`src/rtl/turbo_pkg.sv`:
```
// turbo_pkg -- shared definitions for the turbo encoder transmit slice.
//
// Holds the encoder FSM state type, the interleaver table, the soft-symbol
// constants, the frame/beat geometry and the trellis step counts used by
// turbo_encoder_tx and rsc_enc.
package turbo_pkg;

  // Encoder sequencing states
  typedef enum logic [1:0] {
    ST_IDLE = 2'd0,
    ST_ENC  = 2'd1,
    ST_SEND = 2'd2,
    ST_WAIT = 2'd3
  } tenc_state_t;

  // Trellis geometry: 5 data steps followed by 2 termination steps
  localparam int N_STEPS      = 7;
  localparam int N_DATA_STEPS = 5;

  // Frame geometry: 7 steps x 3 symbols x 4 bits, shipped as 4 beats of 21
  // bits plus one trailing all-zero beat
  localparam int FRAME_W = 84;
  localparam int BEAT_W  = 21;
  localparam int N_BEATS = 5;

  // Soft symbols: bit 0 -> +7, bit 1 -> -7
  localparam logic [3:0] SYM_POS = 4'b0111;
  localparam logic [3:0] SYM_NEG = 4'b1001;

  // Interleaver PI = {3,0,4,1,2}; entry t lives at bits [3t+2:3t]
  localparam logic [14:0] PI_TABLE = {3'd2, 3'd1, 3'd4, 3'd0, 3'd3};

  // Returns PI[t]; termination steps fall back to index 0 because their
  // RSC2 input is taken from the feedback path, not the info word
  function automatic logic [2:0] pi_index(input logic [2:0] t);
    case (t)
      3'd0:    pi_index = PI_TABLE[2:0];
      3'd1:    pi_index = PI_TABLE[5:3];
      3'd2:    pi_index = PI_TABLE[8:6];
      3'd3:    pi_index = PI_TABLE[11:9];
      3'd4:    pi_index = PI_TABLE[14:12];
      default: pi_index = 3'd0;
    endcase
  endfunction

  // Maps a hard bit onto its soft symbol
  function automatic logic [3:0] map_sym(input logic b);
    map_sym = b ? SYM_NEG : SYM_POS;
  endfunction

endpackage

```
`src/rtl/turbo_encoder_tx_rsc.sv`:
```
// rsc_enc -- one recursive systematic convolutional encoder, memory 2.
//
// The caller chooses the step input (info bit or termination bit), so this
// block only holds the trellis state and evaluates one step per enabled
// cycle: a = in ^ s1 ^ s2, parity = a ^ s2, next state = (a, s1).
//
// Ports:
//   clk      rising-edge clock
//   reset_n  synchronous active-low reset, clears the state
//   clear    synchronous state clear at the start of a frame
//   enable   advance the trellis by one step
//   in_bit   step input
//   fb_bit   s1 ^ s2, the input that drives the state toward zero
//   parity   parity bit of the current step
module rsc_enc (
  input  logic clk,
  input  logic reset_n,
  input  logic clear,
  input  logic enable,
  input  logic in_bit,
  output logic fb_bit,
  output logic parity
);

  logic s1_q;
  logic s2_q;
  logic a_bit;

  // Combinational trellis step from the current state
  always_comb begin
    fb_bit = s1_q ^ s2_q;
    a_bit  = in_bit ^ s1_q ^ s2_q;
    parity = a_bit ^ s2_q;
  end

  // State shift register: new a enters s1, old s1 moves to s2
  always_ff @(posedge clk) begin
    if (!reset_n || clear) begin
      s1_q <= 1'b0;
      s2_q <= 1'b0;
    end else if (enable) begin
      s1_q <= a_bit;
      s2_q <= s1_q;
    end
  end

endmodule

```
`src/rtl/turbo_encoder_tx.sv`:
```
// turbo_encoder_tx -- rate-1/3 turbo encoder feeding a frame-based decoder.
//
// A 5-bit info word is accepted in IDLE, encoded over 7 trellis steps by two
// RSC encoders (RSC2 sees the interleaved word), assembled into an 84-bit
// soft-symbol frame, and shipped as 5 beats with start_o high. The encoder
// then holds in WAIT until the decoder reports done_i.
//
// Parameters:
//   N_INFO  info bits per frame (only 5 is supported)
//   SYM_W   soft-symbol width (only 4 is supported)
//
// Ports:
//   clk_p_i     rising-edge clock
//   reset_n_i   synchronous active-low reset
//   valid_i     info word offered
//   data_i      info bits, u[t] = data_i[t]
//   ready_o     encoder can accept a word (IDLE, out of reset)
//   start_o     frame-beat strobe toward the decoder
//   data_o      frame beat toward the decoder
//   done_i      decoder finished, releases the next frame
//   err_mask_i  (only with TENC_ERR_INJ_EN) bit t negates the systematic
//               symbol of step t; captured together with data_i
//
// Configuration macro: TENC_ERR_INJ_EN enables the error-injection mask.
module turbo_encoder_tx
  import turbo_pkg::*;
#(
  parameter int N_INFO = 5,
  parameter int SYM_W  = 4
) (
  input  logic              clk_p_i,
  input  logic              reset_n_i,
  input  logic              valid_i,
  input  logic [N_INFO-1:0] data_i,
  output logic              ready_o,
  output logic              start_o,
  output logic [BEAT_W-1:0] data_o,
  input  logic              done_i
`ifdef TENC_ERR_INJ_EN
  ,input logic [N_STEPS-1:0] err_mask_i
`endif
);

  localparam int STEP_BITS = 3 * SYM_W;

  tenc_state_t state_q;
  tenc_state_t state_d;

  logic [2:0]          step_q;
  logic [2:0]          step_d;
  logic [2:0]          beat_q;
  logic [2:0]          beat_d;
  logic [N_INFO-1:0]   info_q;
  logic [FRAME_W-1:0]  frame_q;
  logic                start_q;
  logic                start_d;
  logic [BEAT_W-1:0]   data_q;
  logic [BEAT_W-1:0]   data_d;

  logic                accept;
  logic                enc_en;
  logic                rsc_clear;

  logic [7:0]          info_ext;
  logic                term_step;
  logic                u_bit;
  logic                v_bit;
  logic                in1;
  logic                in2;
  logic                fb1;
  logic                fb2;
  logic                par1;
  logic                par2;
  logic                sys_bit;
  logic [STEP_BITS-1:0] step_slice;

`ifdef TENC_ERR_INJ_EN
  logic [N_STEPS-1:0]  mask_q;
`endif

  // Ready only in IDLE and never while reset is being applied
  assign ready_o = (state_q == ST_IDLE) && reset_n_i;
  assign start_o = start_q;
  assign data_o  = data_q;

  // Next-state and beat selection. Beats are registered, so the frame
  // appears one cycle after SEND begins: an accept at edge N puts beat 0 on
  // the wire after edge N+8. The last beat is still on the wire during the
  // first WAIT cycle, so done_i is only honoured once start_o has dropped.
  always_comb begin
    state_d   = state_q;
    step_d    = step_q;
    beat_d    = beat_q;
    accept    = 1'b0;
    enc_en    = 1'b0;
    rsc_clear = 1'b0;
    start_d   = 1'b0;
    data_d    = '0;
    case (state_q)
      ST_IDLE: begin
        if (valid_i && ready_o) begin
          accept    = 1'b1;
          rsc_clear = 1'b1;
          step_d    = 3'd0;
          state_d   = ST_ENC;
        end
      end
      ST_ENC: begin
        enc_en = 1'b1;
        if (step_q == 3'(N_STEPS - 1)) begin
          beat_d  = 3'd0;
          state_d = ST_SEND;
        end else begin
          step_d = step_q + 3'd1;
        end
      end
      ST_SEND: begin
        start_d = 1'b1;
        case (beat_q)
          3'd0:    data_d = frame_q[0*BEAT_W +: BEAT_W];
          3'd1:    data_d = frame_q[1*BEAT_W +: BEAT_W];
          3'd2:    data_d = frame_q[2*BEAT_W +: BEAT_W];
          3'd3:    data_d = frame_q[3*BEAT_W +: BEAT_W];
          default: data_d = '0;
        endcase
        if (beat_q == 3'(N_BEATS - 1)) begin
          state_d = ST_WAIT;
        end else begin
          beat_d = beat_q + 3'd1;
        end
      end
      ST_WAIT: begin
        if (done_i && !start_q) begin
          state_d = ST_IDLE;
        end
      end
      default: state_d = ST_IDLE;
    endcase
  end

  // FSM state, counters and registered outputs
  always_ff @(posedge clk_p_i) begin
    if (!reset_n_i) begin
      state_q <= ST_IDLE;
      step_q  <= 3'd0;
      beat_q  <= 3'd0;
      start_q <= 1'b0;
      data_q  <= '0;
    end else begin
      state_q <= state_d;
      step_q  <= step_d;
      beat_q  <= beat_d;
      start_q <= start_d;
      data_q  <= data_d;
    end
  end

  // Step inputs: data steps feed u[t] and u[PI[t]]; the two tail steps feed
  // each encoder its own feedback so both trellises end in state zero
  always_comb begin
    info_ext              = '0;
    info_ext[N_INFO-1:0]  = info_q;
    term_step             = (step_q >= 3'(N_DATA_STEPS));
    u_bit                 = info_ext[step_q];
    v_bit                 = info_ext[pi_index(step_q)];
    in1                   = term_step ? fb1 : u_bit;
    in2                   = term_step ? fb2 : v_bit;
`ifdef TENC_ERR_INJ_EN
    sys_bit               = in1 ^ mask_q[step_q];
`else
    sys_bit               = in1;
`endif
    step_slice            = {map_sym(par2), map_sym(par1), map_sym(sys_bit)};
  end

  // Info word capture and frame assembly, one 12-bit slice per ENC step
  always_ff @(posedge clk_p_i) begin
    if (!reset_n_i) begin
      info_q  <= '0;
      frame_q <= '0;
`ifdef TENC_ERR_INJ_EN
      mask_q  <= '0;
`endif
    end else begin
      if (accept) begin
        info_q <= data_i;
`ifdef TENC_ERR_INJ_EN
        mask_q <= err_mask_i;
`endif
      end
      if (enc_en) begin
        frame_q[STEP_BITS*int'(step_q) +: STEP_BITS] <= step_slice;
      end
    end
  end

  rsc_enc u_rsc1 (
    .clk     (clk_p_i),
    .reset_n (reset_n_i),
    .clear   (rsc_clear),
    .enable  (enc_en),
    .in_bit  (in1),
    .fb_bit  (fb1),
    .parity  (par1)
  );

  rsc_enc u_rsc2 (
    .clk     (clk_p_i),
    .reset_n (reset_n_i),
    .clear   (rsc_clear),
    .enable  (enc_en),
    .in_bit  (in2),
    .fb_bit  (fb2),
    .parity  (par2)
  );

endmodule

```
`config.mk`:
```
export PLATFORM = sky130hd
export DESIGN_NAME = turbo_encoder_tx
export DESIGN_NICKNAME = d
export VERILOG_FILES = /design/src/rtl/turbo_pkg.sv /design/src/rtl/turbo_encoder_tx_rsc.sv /design/src/rtl/turbo_encoder_tx.sv
export SDC_FILE = /design/constraint.sdc
export NUM_CORES = 1
export LEC_CHECK = 0
export ABC_CLOCK_PERIOD_IN_PS = 4000
export BUFFER_PORTS_ARGS = -buffer_cell sky130_fd_sc_hd__buf_4
export CAP_MARGIN = 30
export CORE_AREA = 2 2 113 115
export DETAILED_ROUTE_END_ITERATION = 6
export DIE_AREA = 0 0 115 117
export PLACE_DENSITY_LB_ADDON = 0.2
export SYNTH_ARGS = -nofsm -noshare
export SYNTH_HDL_FRONTEND = slang
export SYNTH_HIERARCHICAL = 1
export SYNTH_SLANG_ARGS = --single-unit
```
`constraint.sdc`:
```
create_clock -name clk_p_i -period 4 [get_ports clk_p_i]
set_input_delay 0.4 -clock clk_p_i [delete_from_list [all_inputs] [get_ports clk_p_i]]
set_output_delay 0.4 -clock clk_p_i [all_outputs]
set_load 0.02 [all_outputs]
```
# --- Word level (Yosys, flattened, before mapping) ---
# Index checks and enable logic that the tools add are counted.
word_totals:
  reg_bits: 123
  input_bits: 9
  out_inout_bits: 23
  word_cells: 87
classes:
  add_sub_neg: 3
  mul: 1
  magnitude_cmp: 3
  eq_ne: 17
  n_shift: 2
  n_mux: 27
  n_bitwise: 8
  reduce_logical: 15
ops:
  columns: ["cell", "count"]
  rows:
  - ["bitwise mux 84 bit", 1]
  - ["case mux 21 bit (4 select lines)", 1]
  - ["variable shift 12 x 33 -> 84 bit (first input constant)", 1]
  - ["variable part select 12 x 33 -> 84 bit", 1]
  - ["negator 7 -> 33 bit", 1]
  - ["== test 3 x 2 -> 1 bit (second input constant)", 4]
  - ["two-way mux 3 bit", 4]
  - ["two-way mux 4 bit", 3]
  - ["case mux 3 bit (2 select lines)", 2]
  - ["case mux 3 bit (4 select lines)", 1]
  - ["!= test 2 bit (second input constant)", 5]
  - ["== test 3 bit (second input constant)", 3]
  - ["< comparator 3 x 4 -> 1 bit (second input constant)", 2]
  - ["two-way mux 1 bit", 8]
  - ["two-way mux 2 bit", 4]
  - ["case mux 2 bit (4 select lines)", 1]
  - ["XOR 1 bit", 8]
  - ["adder 3 x 1 -> 3 bit (second input constant)", 2]
  - ["binary-select mux 1 bit (select 3 bit)", 2]
  - ["logical NOT 3 bit", 2]
  - ["AND reduction 3 bit", 2]
  - ["multiplier 2 x 3 -> 5 bit (first input constant)", 1]
  - ["== test 2 bit (second input constant)", 2]
  - ["AND reduction 4 bit", 1]
  - ["10 further kinds", 14]

# --- Depth between registers and ports, before layout ---
# Gate-level depths: netlist of run 1.
depth:
  word_depth: 11
  ltp_mapped: 15
  ltp_nobuf: 12

# --- Cells and area by module ---
# The synthesis of run 1 kept the hierarchy.
by_module_without_submodules:
  columns: ["module", "instances", "cells_each", "area_per_inst_um2", "seq_area_each_um2"]
  rows:
  - ["turbo_encoder_tx", 1, 602, 5128.7, 1961.9]
  - ["rsc_enc", 2, 11, 112.6, 40.0]

# --- Worst setup path after synthesis of run 1 ---
# No wires, ideal clock.
synth_path:
  kind: "reg-to-reg"
  from: "reg step_q[0]"
  to: "reg frame_q[39]"
  setup_ns: 0.092
  t_arrival_ns: 3.212
  required_ns: 3.908
  slack_ns: 0.696
  stages_incl_launch_ff: 15
  path_buffers: 3
  synth_period_minus_slack_ns: 3.304
  path_cell_list: "dfxtp_1 > buf_4 > buf_2 > inv_1 > ha_1 > a21o_1 > or4b_1 > a31oi_1 > xor2_1 > clkbuf_1 > and2_1 > a32o_1 > nand2_1 > o22a_1 > o32ai_1"
synth_via:
  elab_chain_cells: 11
  elab_cells_between_ends: 26
  classes_between: "add/sub: 1; mul: 1; order compare: 1; eq/ne: 3; shift: 2; mux: 11; bitwise: 6; reduce/logical: 1"
synth_lines:
  columns: ["element", "line", "rtl"]
  rows:
  - ["from (decl)", "turbo_encoder_tx.sv:49", "logic [2:0] step_q;"]
  - ["from (signal assigned)", "turbo_encoder_tx.sv:151", "step_q <= step_d;"]
  - ["== test 3 bit (tied with other cells)", "turbo_pkg.sv:36", "case (t)"]
  - ["case mux 3 bit (4 select lines)", "turbo_pkg.sv:36", null]
  - ["binary-select mux 1 bit (select 3 bit)", "turbo_encoder_tx.sv:165", "v_bit = info_ext[pi_index(step_q)];"]
  - ["two-way mux 1 bit (not written as such)", "turbo_encoder_tx.sv:165", null]
  - ["two-way mux 1 bit *", "turbo_encoder_tx.sv:167", "in2 = term_step ? fb2 : v_bit;"]
  - ["named net in2", "turbo_encoder_tx.sv:69", "logic in2;"]
  - ["XOR 1 bit * (2 in series)", "turbo_encoder_tx_rsc.sv:32", "a_bit = in_bit ^ s1_q ^ s2_q;"]
  - ["XOR 1 bit *", "turbo_encoder_tx_rsc.sv:33", "parity = a_bit ^ s2_q;"]
  - ["named net par2", "turbo_encoder_tx.sv:73", "logic par2;"]
  - ["two-way mux 4 bit *", "turbo_pkg.sv:48", "map_sym = b ? SYM_NEG : SYM_POS;"]
  - ["variable part select 12 x 33 -> 84 bit *", "turbo_encoder_tx.sv:192", "frame_q[STEP_BITS*int'(step_q) +: STEP_BITS] <= step_slice;"]
  - ["bitwise mux 84 bit *", "turbo_encoder_tx.sv:192", null]
  - ["to (signal, indexed assignment)", "turbo_encoder_tx.sv:192", null]
  - ["to (decl)", "turbo_encoder_tx.sv:54", "logic [FRAME_W-1:0] frame_q;"]
# Mark *: on every way through the listed nets, which the timed path passes. The rest lies on a longest branch. The select of a mux whose other input is x is not followed.
# A chain may end at the register's enable or synchronous reset.

# --- Worst setup path in the final report of run 1 ---
layout_path:
  from: "reg step_q[1]"
  to: "reg frame_q[74]"
layout_via:
  elab_cells_between_ends: 26
  classes_between: "add/sub: 1; mul: 1; order compare: 1; eq/ne: 3; shift: 2; mux: 11; bitwise: 6; reduce/logical: 1"
layout_rtl:
  columns: ["element", "line", "rtl"]
  rows:
  - ["binary-select mux 1 bit (select 3 bit)", "turbo_encoder_tx.sv:164", "u_bit = info_ext[step_q];"]
  - ["two-way mux 1 bit (not written as such)", "turbo_encoder_tx.sv:164", null]
  - ["two-way mux 1 bit *", "turbo_encoder_tx.sv:166", "in1 = term_step ? fb1 : u_bit;"]
  - ["named net in1", "turbo_encoder_tx.sv:68", "logic in1;"]
  - ["XOR 1 bit * (2 in series)", "turbo_encoder_tx_rsc.sv:32", null]
  - ["XOR 1 bit *", "turbo_encoder_tx_rsc.sv:33", null]
  - ["named net par1", "turbo_encoder_tx.sv:72", "logic par1;"]
  - ["two-way mux 4 bit *", "turbo_pkg.sv:48", null]
  - ["variable part select 12 x 33 -> 84 bit *", "turbo_encoder_tx.sv:192", null]
  - ["bitwise mux 84 bit *", "turbo_encoder_tx.sv:192", null]
# Marked as above.

==> results.toml, run 1 <==
[status]
outcome = "finished, final reports clean"

[yosys]
post_synth_inst_count = 624
synth_flop_cell = "sky130_fd_sc_hd__dfxtp_1"
synthesis.area_per_instance_um2 = 8.580
synth_seq_area_share_pct = 38.14
synth_largest_area_cell = "sky130_fd_sc_hd__dfxtp_1"
yosysTopAreaCellShare_pct = 38.14
syn_std_cell_area_mm2 = 0.005354
synth_cell_type_count = 84
synth_async_sr_flop_share_pct = 0
synth-warning-count = 6
synth.net_count = 654
synth_edf_count = 0
netlist_top_cells_area = "sky130_fd_sc_hd__dfxtp_1, sky130_fd_sc_hd__nand2_1, sky130_fd_sc_hd__ha_1"
yosys_register_bits = 102

[placed_design]
place_hpwl_mm = 11.61
placement.setup.worst_slack_ns = 0.5268
routabilityCongestion = 0.9774
placed_cells_incl_taps = 784
place_area_mm2 = 0.005743
port-buffer-count = 31

[die]
die_w_um = 115
die_area_mm2 = 0.01346
starting_utilization_of_the_core_area_pct = 43.49
placeableCoreArea_mm2 = 0.01231
design.portCount = 32
floorplan.rows = 41
die_y_um = 117

[worst_setup_path]
worst_ep_required_time_ns = 4.25
timing.critical_path.arrival_ns = 3.73
crit_fanout = 10
criticalPathCategory = "flip-flop to flip-flop"
startpoint_type = "flip-flop"
worst_setup_path_end_kind = "flip-flop"

[power_and_ir_drop]
power.ir.vdd_worst_mv = 0.1953
static-leakage-power_nw = 2.226
post-layout-total-power_mw = 3.078
power_per_cell_area_mw_per_mm2 = 510.7

[timing]
timing.max_slew.rel_slack_pct = 28.54
timing.final.crit_share_pct = 87.08
postLayoutSetupSlackWorst_ns = 0.5169
fin_setup_tns_ns = 0
max_clock_freq_mhz = 287.1
hold_violations = 0
hold_ws_ns = 0.2340
grt_setup_unrepaired = "false"
report.final.slew_viol_count = 0
final_count_of_negative_setup_slack_endpoints = 0
layout_min_cycle_time_ns = 3.483
max_slew.worst_pin.slew_ns = 1.063
fin_skew_ns = 0.006858

[clock_network]
cts_max_path_buffers = 2
number_of_post_cts_setup_repair_buffers = 0
numClockSinks = 102
hold_bufs_at_cts = 0
ctsHtreeMaxLevel = 3
cts_buffers = 9
cts_tree = "built"
worst_setup_hold_path_clk_slew_ns = 0.07
clk_latency_ns = 0.35
cts_resized = 0
clock-root-buffer = "sky130_fd_sc_hd__clkbuf_16"

[route]
detail_route.vias_per_cell = 5.960
wirelength_mm = 15.81
vias = 4762
drcViolationCount = 0
final_antenna_net_count = 0
detail_route.wl_per_cell_um = 19.78
count_of_tritonroute_iterations_in_the_first_routing_pass = 6
initialDrtViolationCount = 398

[final_layout]
insertedDiodeCount = 0
final_cells = 799
layout-drive-gt1-share_pct = 14.33
syn_to_final_growth_pct = 12.55
nNetsFinal = 675
final_core_utilization_pct = 48.94
filler_instances = 1188
final_design_area_no_fill_mm2 = 0.006026

[global_routing]
overflow = 0
grt.met2_usage_pct = 38.67
grt_antenna_before_repair = 0
grt.met1_usage_pct = 33.00
first_pass_grt_wire_length_mm = 24.72
first_global_vias = 4372
grtUsageTotal_pct = 24.21
gr-max-usage-layer = "met2"
grt.met3_usage_pct = 4.480
grt_max_degree = 62

[run]
drv_cap = 0

[min_path]
min-delay-path-class = "primary input to flip-flop"
==> cells in the mapped netlist, types with 6 or more instances <==
library cell,n
sky130_fd_sc_hd__and3_1,6
sky130_fd_sc_hd__xor2_1,6
sky130_fd_sc_hd__inv_1,18
sky130_fd_sc_hd__nor2b_1,7
sky130_fd_sc_hd__nor3_1,9
sky130_fd_sc_hd__nand2_1,77
sky130_fd_sc_hd__a22oi_1,21
sky130_fd_sc_hd__and2_1,7
sky130_fd_sc_hd__nand2b_1,13
sky130_fd_sc_hd__o21ai_0,28
sky130_fd_sc_hd__o22ai_1,6
sky130_fd_sc_hd__nand3_1,19
sky130_fd_sc_hd__dfxtp_1,102
sky130_fd_sc_hd__a21o_1,6
sky130_fd_sc_hd__buf_2,10
sky130_fd_sc_hd__clkbuf_1,25
sky130_fd_sc_hd__nor2_1,42
sky130_fd_sc_hd__ha_1,20
sky130_fd_sc_hd__o21a_1,12
sky130_fd_sc_hd__mux2i_1,14
sky130_fd_sc_hd__o21ai_1,10
sky130_fd_sc_hd__a31oi_1,26
sky130_fd_sc_hd__a21oi_1,35
==> cell usage in the layout, fill, tap and decap left out, types with 3 or more instances in the layout <==
cell type | netlist | final
sky130_fd_sc_hd__o211a_1 | 3 | 3
sky130_fd_sc_hd__nand3_1 | 19 | 19
sky130_fd_sc_hd__ha_1 | 20 | 20
sky130_fd_sc_hd__o22ai_1 | 6 | 6
sky130_fd_sc_hd__a32oi_1 | 4 | 4
sky130_fd_sc_hd__a211oi_1 | 5 | 5
sky130_fd_sc_hd__nand2_1 | 77 | 77
sky130_fd_sc_hd__buf_4 | 3 | 50
sky130_fd_sc_hd__dfxtp_1 | 102 | 102
sky130_fd_sc_hd__o211ai_1 | 5 | 5
sky130_fd_sc_hd__nor3_1 | 9 | 9
sky130_fd_sc_hd__a21o_1 | 6 | 6
sky130_fd_sc_hd__clkbuf_16 | 0 | 9
sky130_fd_sc_hd__nor2_1 | 42 | 42
sky130_fd_sc_hd__nor3_2 | 4 | 4
sky130_fd_sc_hd__a31oi_1 | 26 | 26
sky130_fd_sc_hd__nand2b_1 | 13 | 13
sky130_fd_sc_hd__mux2i_1 | 14 | 14
sky130_fd_sc_hd__xor2_1 | 6 | 6
sky130_fd_sc_hd__or3_1 | 4 | 4
sky130_fd_sc_hd__a22oi_1 | 21 | 21
sky130_fd_sc_hd__o21ai_1 | 10 | 10
sky130_fd_sc_hd__and2_1 | 7 | 7
sky130_fd_sc_hd__nor2b_1 | 7 | 7
sky130_fd_sc_hd__inv_1 | 18 | 18
sky130_fd_sc_hd__and3_1 | 6 | 6
sky130_fd_sc_hd__a21oi_1 | 35 | 35
sky130_fd_sc_hd__nor3b_1 | 4 | 4
sky130_fd_sc_hd__o21ai_0 | 28 | 28
sky130_fd_sc_hd__o21a_1 | 12 | 12
sky130_fd_sc_hd__nand3b_1 | 5 | 5
sky130_fd_sc_hd__nand4_1 | 5 | 5
==> registers in the layout, summed over array words and instances (netlist names) <==
register     count
u_rsc2/s1_q      1
step_q           3
u_rsc1/s1_q      1
u_rsc1/s2_q      1
beat_q           3
info_q           5
frame_q         63
state_q          2
start_o          1
u_rsc2/s2_q      1
data_o          21
==> worst max-delay path, stage by stage (launching register included) <==
cell,delay (ns)
sky130_fd_sc_hd__dfxtp_1,0.53
sky130_fd_sc_hd__inv_1,0.18
sky130_fd_sc_hd__ha_1,0.27
sky130_fd_sc_hd__a221oi_4,0.37
sky130_fd_sc_hd__nor2_1,0.17
sky130_fd_sc_hd__a21oi_2,0.35
sky130_fd_sc_hd__inv_2,0.15
sky130_fd_sc_hd__xor2_1,0.19
sky130_fd_sc_hd__inv_1,0.09
sky130_fd_sc_hd__o21ai_0,0.28
sky130_fd_sc_hd__o21ai_0,0.13
sky130_fd_sc_hd__or4_4,0.44
sky130_fd_sc_hd__a41o_1,0.22
==> where the power goes <==
group	total, mW	switching (mW)	internal [mW]
combinational	1.07	0.721	0.352
clock	0.851	0.396	0.455
sequential	1.15	0.0614	1.09
==> area by class of cell <==
type / count / area [um2] / share of cell area (%)
Timing Repair Buffer: 50 / 375.4 / 6.229
Inverter: 20 / 75.07 / 1.246
Multi-Input combinational cell: 462 / 3063 / 50.83
Clock inverter: 4 / 30.03 / 0.4983
Sequential cell: 102 / 2042 / 33.89
Clock buffer: 11 / 252.7 / 4.194
Tap cell: 150 / 187.7 / 3.115
==> logic make-up after synthesis <==
kind of cell | share of synthesized area (%)
flops | 38.14
xor+xnor | 2.431
mux | 3.038
buf+inv | 4.791
simple gates | 21.48
fa+ha+maj | 5.048
compound gates | 25.08
==> final timing paths <==
kind / start / endpoint / slack (ns) / cells after the start
max: step_q[1] / frame_q[74] / 0.52 / 12
min: data_i[4] / info_q[4] / 0.23 / 3
max reg2reg: step_q[1] / frame_q[74] / 0.52 / 12
min reg2reg: frame_q[76] / frame_q[76] / 0.45 / 2
==> per-layer routing <==
layer	share of wire [%]	vias up
li1	-	2313
met1	47	2283
met4	2.6	0
met3	3.8	29
met2	47	137
met5	0	-
No activity file was read; power rests on OpenSTA's default activity.
==> run 2: changes to the inputs <==
Settings changed: ABC_CLOCK_PERIOD_IN_PS 4000 to 3700, CORE_AREA 2 2 113 115 to 2 2 105 107, CTS_CLUSTER_DIAMETER from default to 40, DIE_AREA 0 0 115 117 to 0 0 107 109.
Clock period 4 ns to 3.7 ns, I/O delays scaled along.
==> results.toml, run 2 (same netlist as run 1, synthesis figures left out) <==
[die]
floorplan.rows = 38
die_area_mm2 = 0.01166
die_y_um = 109
die_w_um = 107
starting_utilization_of_the_core_area_pct = 50.50
design.portCount = 32
placeableCoreArea_mm2 = 0.01060

[worst_setup_path]
worst_ep_required_time_ns = 3.99
crit_fanout = 10
startpoint_type = "flip-flop"
timing.critical_path.arrival_ns = 3.70
timing.critical_path.cells = "ha_1, buf_4, ha_1, a21o_1, or4b_1, a31oi_2, xor2_2, buf_4, mux2i_1, nor4_1, a21oi_1, a211oi_1"
ff2ff_setup_slack_ns = 0.29
worst_setup_path_end_kind = "flip-flop"
r2r-start = "step_q[1]"
worstReg2RegEnd = "frame_q[7]"
critical_path.max_stage_delay_ns = 0.49
criticalPathCategory = "flip-flop to flip-flop"
worstRegToRegCells = 12
critPathSlowestCell = "sky130_fd_sc_hd__or4b_1"
worst_path_dominant_cell_family = "compound AO/OA/AOI/OAI gates"
buf_inv_on_cp = 2

[timing]
fin_setup_tns_ns = 0
timing.final.crit_share_pct = 92.18
timing.max_slew.rel_slack_pct = 37.06
max_clock_freq_mhz = 293.2
postLayoutSetupSlackWorst_ns = 0.2893
max_slew.worst_pin.slew_ns = 0.9373
fin_skew_ns = 0.01019
grt_setup_unrepaired = "false"
report.final.slew_viol_count = 0
layout_min_cycle_time_ns = 3.411
final_count_of_negative_setup_slack_endpoints = 0
hold_violations = 0

[route]
detail_route.wl_per_cell_um = 19.75
initialDrtViolationCount = 483
final_antenna_net_count = 0
wirelength_mm = 15.66
vias = 4887
count_of_tritonroute_iterations_in_the_first_routing_pass = 5
detail_route.vias_per_cell = 6.163
drcViolationCount = 0

[power_and_ir_drop]
power.ir.vdd_worst_mv = 0.4113
static-leakage-power_nw = 2.209
power_per_cell_area_mw_per_mm2 = 530.0

[clock_network]
hold_bufs_at_cts = 0
cts_tree = "built"
cts_buffers = 9
numClockSinks = 102
ctsHtreeMaxLevel = 3
clk_latency_ns = 0.38
cts_resized = 0
worst_setup_hold_path_clk_slew_ns = 0.10
number_of_post_cts_setup_repair_buffers = 0
clock-root-buffer = "sky130_fd_sc_hd__clkbuf_8"
cts_max_path_buffers = 2

[min_path]
min-delay-path-class = "primary input to flip-flop"
hold_path_startpoint = "data_i[3]"
hold_end = "info_q[3]"
worst_hold_path.num_cells = 3

[global_routing]
first_pass_grt_wire_length_mm = 25.25
first_global_vias = 4571
overflow = 0
grt_antenna_before_repair = 0
grtUsageTotal_pct = 28.25
grt_max_degree = 62

[final_layout]
filler_instances = 985
nNetsFinal = 679
layout.cells.most_common = "sky130_fd_sc_hd__dfxtp_1"
max_flop_register = "frame_q"
largest_register_ff_count = 63
syn_to_final_growth_pct = 11.52
layout-drive-gt1-share_pct = 15.31
insertedDiodeCount = 0
layout.cells.most_common_list = "sky130_fd_sc_hd__dfxtp_1, sky130_fd_sc_hd__nand2_1, sky130_fd_sc_hd__buf_4"

[placed_design]
routabilityCongestion = 1.022
port-buffer-count = 31
placement.setup.worst_slack_ns = 0.05142
place_hpwl_mm = 11.62

[status]
outcome = "finished, final reports clean"

[run]
drv_cap = 0
-- run 2: worst max-delay path by stage --
| stage | startpoint | endpoint | cells past startpoint |
|---|---|---|---|
| floorplan | step_q[0] | frame_q[39] | 14 |
| global placement | step_q[1] | frame_q[39] | 11 |
| detailed placement | step_q[1] | frame_q[39] | 11 |
| CTS | step_q[2] | frame_q[39] | 11 |
| global route | step_q[1] | frame_q[50] | 10 |
| finish | step_q[1] | frame_q[7] | 12 |
-- run 2: metal layers --
metal	share of wire, %	routed length, um	track usage (%)
met5	0	0	0
met4	4.2	664	13.73
met3	5.6	882	3.646
met2	46	7270	45.36
met1	44	6846	37.71
-- run 2: cell type report --
| type | count | area (um2) | share of cell area, % |
|---|---|---|---|
| Clock buffer | 11 | 141.4 | 2.368 |
| Inverter | 20 | 75.07 | 1.257 |
| Sequential cell | 102 | 2044 | 34.24 |
| Multi-Input combinational cell | 462 | 3077 | 51.53 |
| Clock inverter | 4 | 52.55 | 0.8801 |
| Tap cell | 140 | 175.2 | 2.934 |
| Timing Repair Buffer | 54 | 405.4 | 6.790 |
-- run 2: where the power goes --
group	internal (mW)	total, mW	switching (mW)
combinational	0.396	1.18	0.783
sequential	1.18	1.25	0.0697
clock	0.332	0.735	0.403
total	1.91	3.16	1.26
-- run 2: stage by stage --
stage          util, %  hold slack, ns  total power, mW  std cells  area (um2)
6_report         56.31          0.1779            3.164        793        5971
3_3_place_gp     54.33          0.4338            2.410        778        5761
3_5_place_dp     54.33          0.4402            2.426        778        5761
2_1_floorplan        -          0.4252            2.062        624        5354
4_1_cts          56.16          0.1738            3.143        793        5954
5_1_grt          56.31          0.1877            3.331        793        5971
-- run 2: worst min-delay path, delay by kind of cell --
kind	cells	cell delay [ns]
compound gates	1	0.05
buf+inv	1	0.07
simple gates	1	0.04
==> run 3: changes to the inputs <==
--- a/config.mk
+++ b/config.mk
@@ -10,6 +10,6 @@
 export CAP_MARGIN = 30
-export CORE_AREA = 2 2 105 107
+export CORE_AREA = 2 2 149 151
 export CTS_CLUSTER_DIAMETER = 40
 export DETAILED_ROUTE_END_ITERATION = 6
-export DIE_AREA = 0 0 107 109
+export DIE_AREA = 0 0 151 153
 export PLACE_DENSITY_LB_ADDON = 0.2
@@ -17,3 +17,2 @@
 export SYNTH_HDL_FRONTEND = slang
-export SYNTH_HIERARCHICAL = 1
 export SYNTH_SLANG_ARGS = --single-unit
--- a/constraint.sdc
+++ b/constraint.sdc
@@ -3,2 +3,2 @@
 set_output_delay 0.37 -clock clk_p_i [all_outputs]
-set_load 0.02 [all_outputs]
+set_load 0.05 [all_outputs]
==> results.toml, run 3 <==
[status]
outcome = "finished, final reports clean"

[global_routing]
first_pass_grt_wire_length_mm = 27.95
first_global_vias = 4923
grtUsageTotal_pct = 15.58
grt_max_degree = 44
overflow = 0
grt_antenna_before_repair = 0

[timing]
timing.final.crit_share_pct = 90.15
layout_min_cycle_time_ns = 3.335
timing.max_slew.rel_slack_pct = 31.47
fin_skew_ns = 0.01130
max_clock_freq_mhz = 299.8
hold_violations = 0
grt_setup_unrepaired = "false"
max_slew.worst_pin.slew_ns = 1.028
report.final.slew_viol_count = 0
final_count_of_negative_setup_slack_endpoints = 0
fin_setup_tns_ns = 0

[yosys]
synth.net_count = 691
synth_cell_type_count = 72
yosys_register_bits = 102
synth_edf_count = 0
post_synth_inst_count = 661
synthesis.area_per_instance_um2 = 8.014
synth_async_sr_flop_share_pct = 0
synth-warning-count = 0
netlist_top_cells_area = "sky130_fd_sc_hd__dfxtp_1, sky130_fd_sc_hd__nand2_1, sky130_fd_sc_hd__nor2_1"
synth_flop_cell = "sky130_fd_sc_hd__dfxtp_1"
yosysTopAreaCellShare_pct = 38.55
synth_largest_area_cell = "sky130_fd_sc_hd__dfxtp_1"
synth.top_cells.by_count = "sky130_fd_sc_hd__dfxtp_1, sky130_fd_sc_hd__nand2_1, sky130_fd_sc_hd__nor2_1"
synth_seq_area_share_pct = 38.55
syn_std_cell_area_mm2 = 0.005298
synth_most_common_cell = "sky130_fd_sc_hd__dfxtp_1"

[clock_network]
clock-root-buffer = "sky130_fd_sc_hd__clkbuf_16"
cts_tree = "built"
cts_buffers = 9
numClockSinks = 102
clk_latency_ns = 0.35
ctsHtreeMaxLevel = 3
worst_setup_hold_path_clk_slew_ns = 0.08
cts_max_path_buffers = 2

[die]
design.portCount = 32
die_w_um = 151
die_area_mm2 = 0.02310
starting_utilization_of_the_core_area_pct = 24.66
floorplan.rows = 54
placeableCoreArea_mm2 = 0.02149
die_y_um = 153

[min_path]
min-delay-path-class = "primary input to flip-flop"

[route]
detail_route.vias_per_cell = 5.165
detail_route.wl_per_cell_um = 17.92
count_of_tritonroute_iterations_in_the_first_routing_pass = 5
wirelength_mm = 17.61
vias = 5077
final_antenna_net_count = 0
drcViolationCount = 0
initialDrtViolationCount = 401

[final_layout]
final_design_area_no_fill_mm2 = 0.006296
layout.cells.most_common = "sky130_fd_sc_hd__dfxtp_1"
layout.cells.most_common_list = "sky130_fd_sc_hd__dfxtp_1, sky130_fd_sc_hd__nand2_1, sky130_fd_sc_hd__nor2_1"
largest_register_ff_count = 63
filler_instances = 2323
layout-drive-gt1-share_pct = 14.37
nNetsFinal = 728
max_flop_register = "frame_q"
syn_to_final_growth_pct = 18.85
insertedDiodeCount = 0

[worst_setup_path]
startpoint_type = "flip-flop"
worst_setup_path_end_kind = "flip-flop"
timing.critical_path.arrival_ns = 3.58
worst_ep_required_time_ns = 3.94
criticalPathCategory = "flip-flop to flip-flop"
crit_fanout = 13

[power_and_ir_drop]
static-leakage-power_nw = 2.271
power.ir.vdd_worst_mv = 0.2310
power_per_cell_area_mw_per_mm2 = 548.4

[placed_design]
routabilityCongestion = 0.8733
place_hpwl_mm = 13.23
port-buffer-count = 31
place_area_mm2 = 0.005992

[run]
drv_cap = 0
-- run 3: cell count changes after synthesis, moves of 6 or more --
cell and delta:
sky130_fd_sc_hd__o21ai_0 +14, sky130_fd_sc_hd__clkbuf_1 +8, sky130_fd_sc_hd__o21ai_1 -7, sky130_fd_sc_hd__mux2i_1 -6
sky130_fd_sc_hd__xor2_1 -6, sky130_fd_sc_hd__nand2_1 +8, sky130_fd_sc_hd__nor2_1 +36, sky130_fd_sc_hd__o21a_1 -11
-- run 3: worst paths after layout --
kind | startpoint | end | slack, ns | depth (start not counted)
min | data_i[0] | info_q[0] | 0.27 | 3
min reg2reg | frame_q[79] | frame_q[79] | 0.47 | 2
max | step_q[1] | frame_q[75] | 0.36 | 11
max reg2reg | step_q[1] | frame_q[75] | 0.36 | 11
-- run 3: logic make-up after synthesis --
kind of cell	after synthesis	synth area share (%)
AOI/OAI and AO/OA	204	26.33
xor gates and xnor gates	6	1.134
adders and majority gates	21	5.102
buffers and inverters	60	4.629
DFF	102	38.55
muxes	8	1.512
and+or+nand+nor	260	22.74
-- run 3: power by group --
part	internal [mW]	switching [mW]
Sequential	1.17	0.0485
Combinational	0.441	0.833
Clock	0.507	0.454
Total	2.12	1.34
-- run 3: per-stage QoR --
stage	setup WS [ns]	total power, mW	std cells	hold WS, ns	util [%]
2_1_floorplan	0.2148	2.063	661	0.4299	-
3_3_place_gp	0.3541	2.501	967	0.4538	27.89
3_5_place_dp	0.2721	2.504	967	0.4598	27.89
4_1_cts	0.2397	3.490	983	0.2505	29.29
5_1_grt	0.1319	3.667	983	0.2708	29.30
6_report	0.3646	3.453	983	0.2653	29.30
-- run 3: repair_timing --
action                                  in CTS  in global routing
buffers inserted                             0                  0
hold buffers                                 0                  0
resized for setup                            0                  3
endpoints found under the setup margin       0                  8
-- run 3: critical path, cell delays in order (launching register included) --
cell and delay, ns:
sky130_fd_sc_hd__dfxtp_2 0.43, sky130_fd_sc_hd__ha_1 0.22, sky130_fd_sc_hd__fa_1 0.44, sky130_fd_sc_hd__inv_1 0.15, sky130_fd_sc_hd__and3_1 0.26, sky130_fd_sc_hd__ha_1 0.28, sky130_fd_sc_hd__buf_4 0.18, sky130_fd_sc_hd__or4_1 0.49
sky130_fd_sc_hd__o21ai_0 0.09, sky130_fd_sc_hd__and3_1 0.26, sky130_fd_sc_hd__o311ai_0 0.22, sky130_fd_sc_hd__o211a_1 0.19
-- run 3: layout make-up --
class	count	area (um2)	share of cell area (%)
multi-input combinational	499	3020	47.97
sequential	102	2043	32.45
timing repair buffer	69	518.0	8.227
tap	280	350.3	5.564
clock buffer	11	252.7	4.014
inverter	17	63.81	1.014
clock inverter	5	47.55	0.7552
-- run 3: routing by layer --
layer	wire [um]	share of wire [%]	GRT usage (%)
met5	0	0	0
met4	410	2.3	4.851
met3	906	5.1	3.134
met2	7947	45	24.55
met1	8350	47	21.37
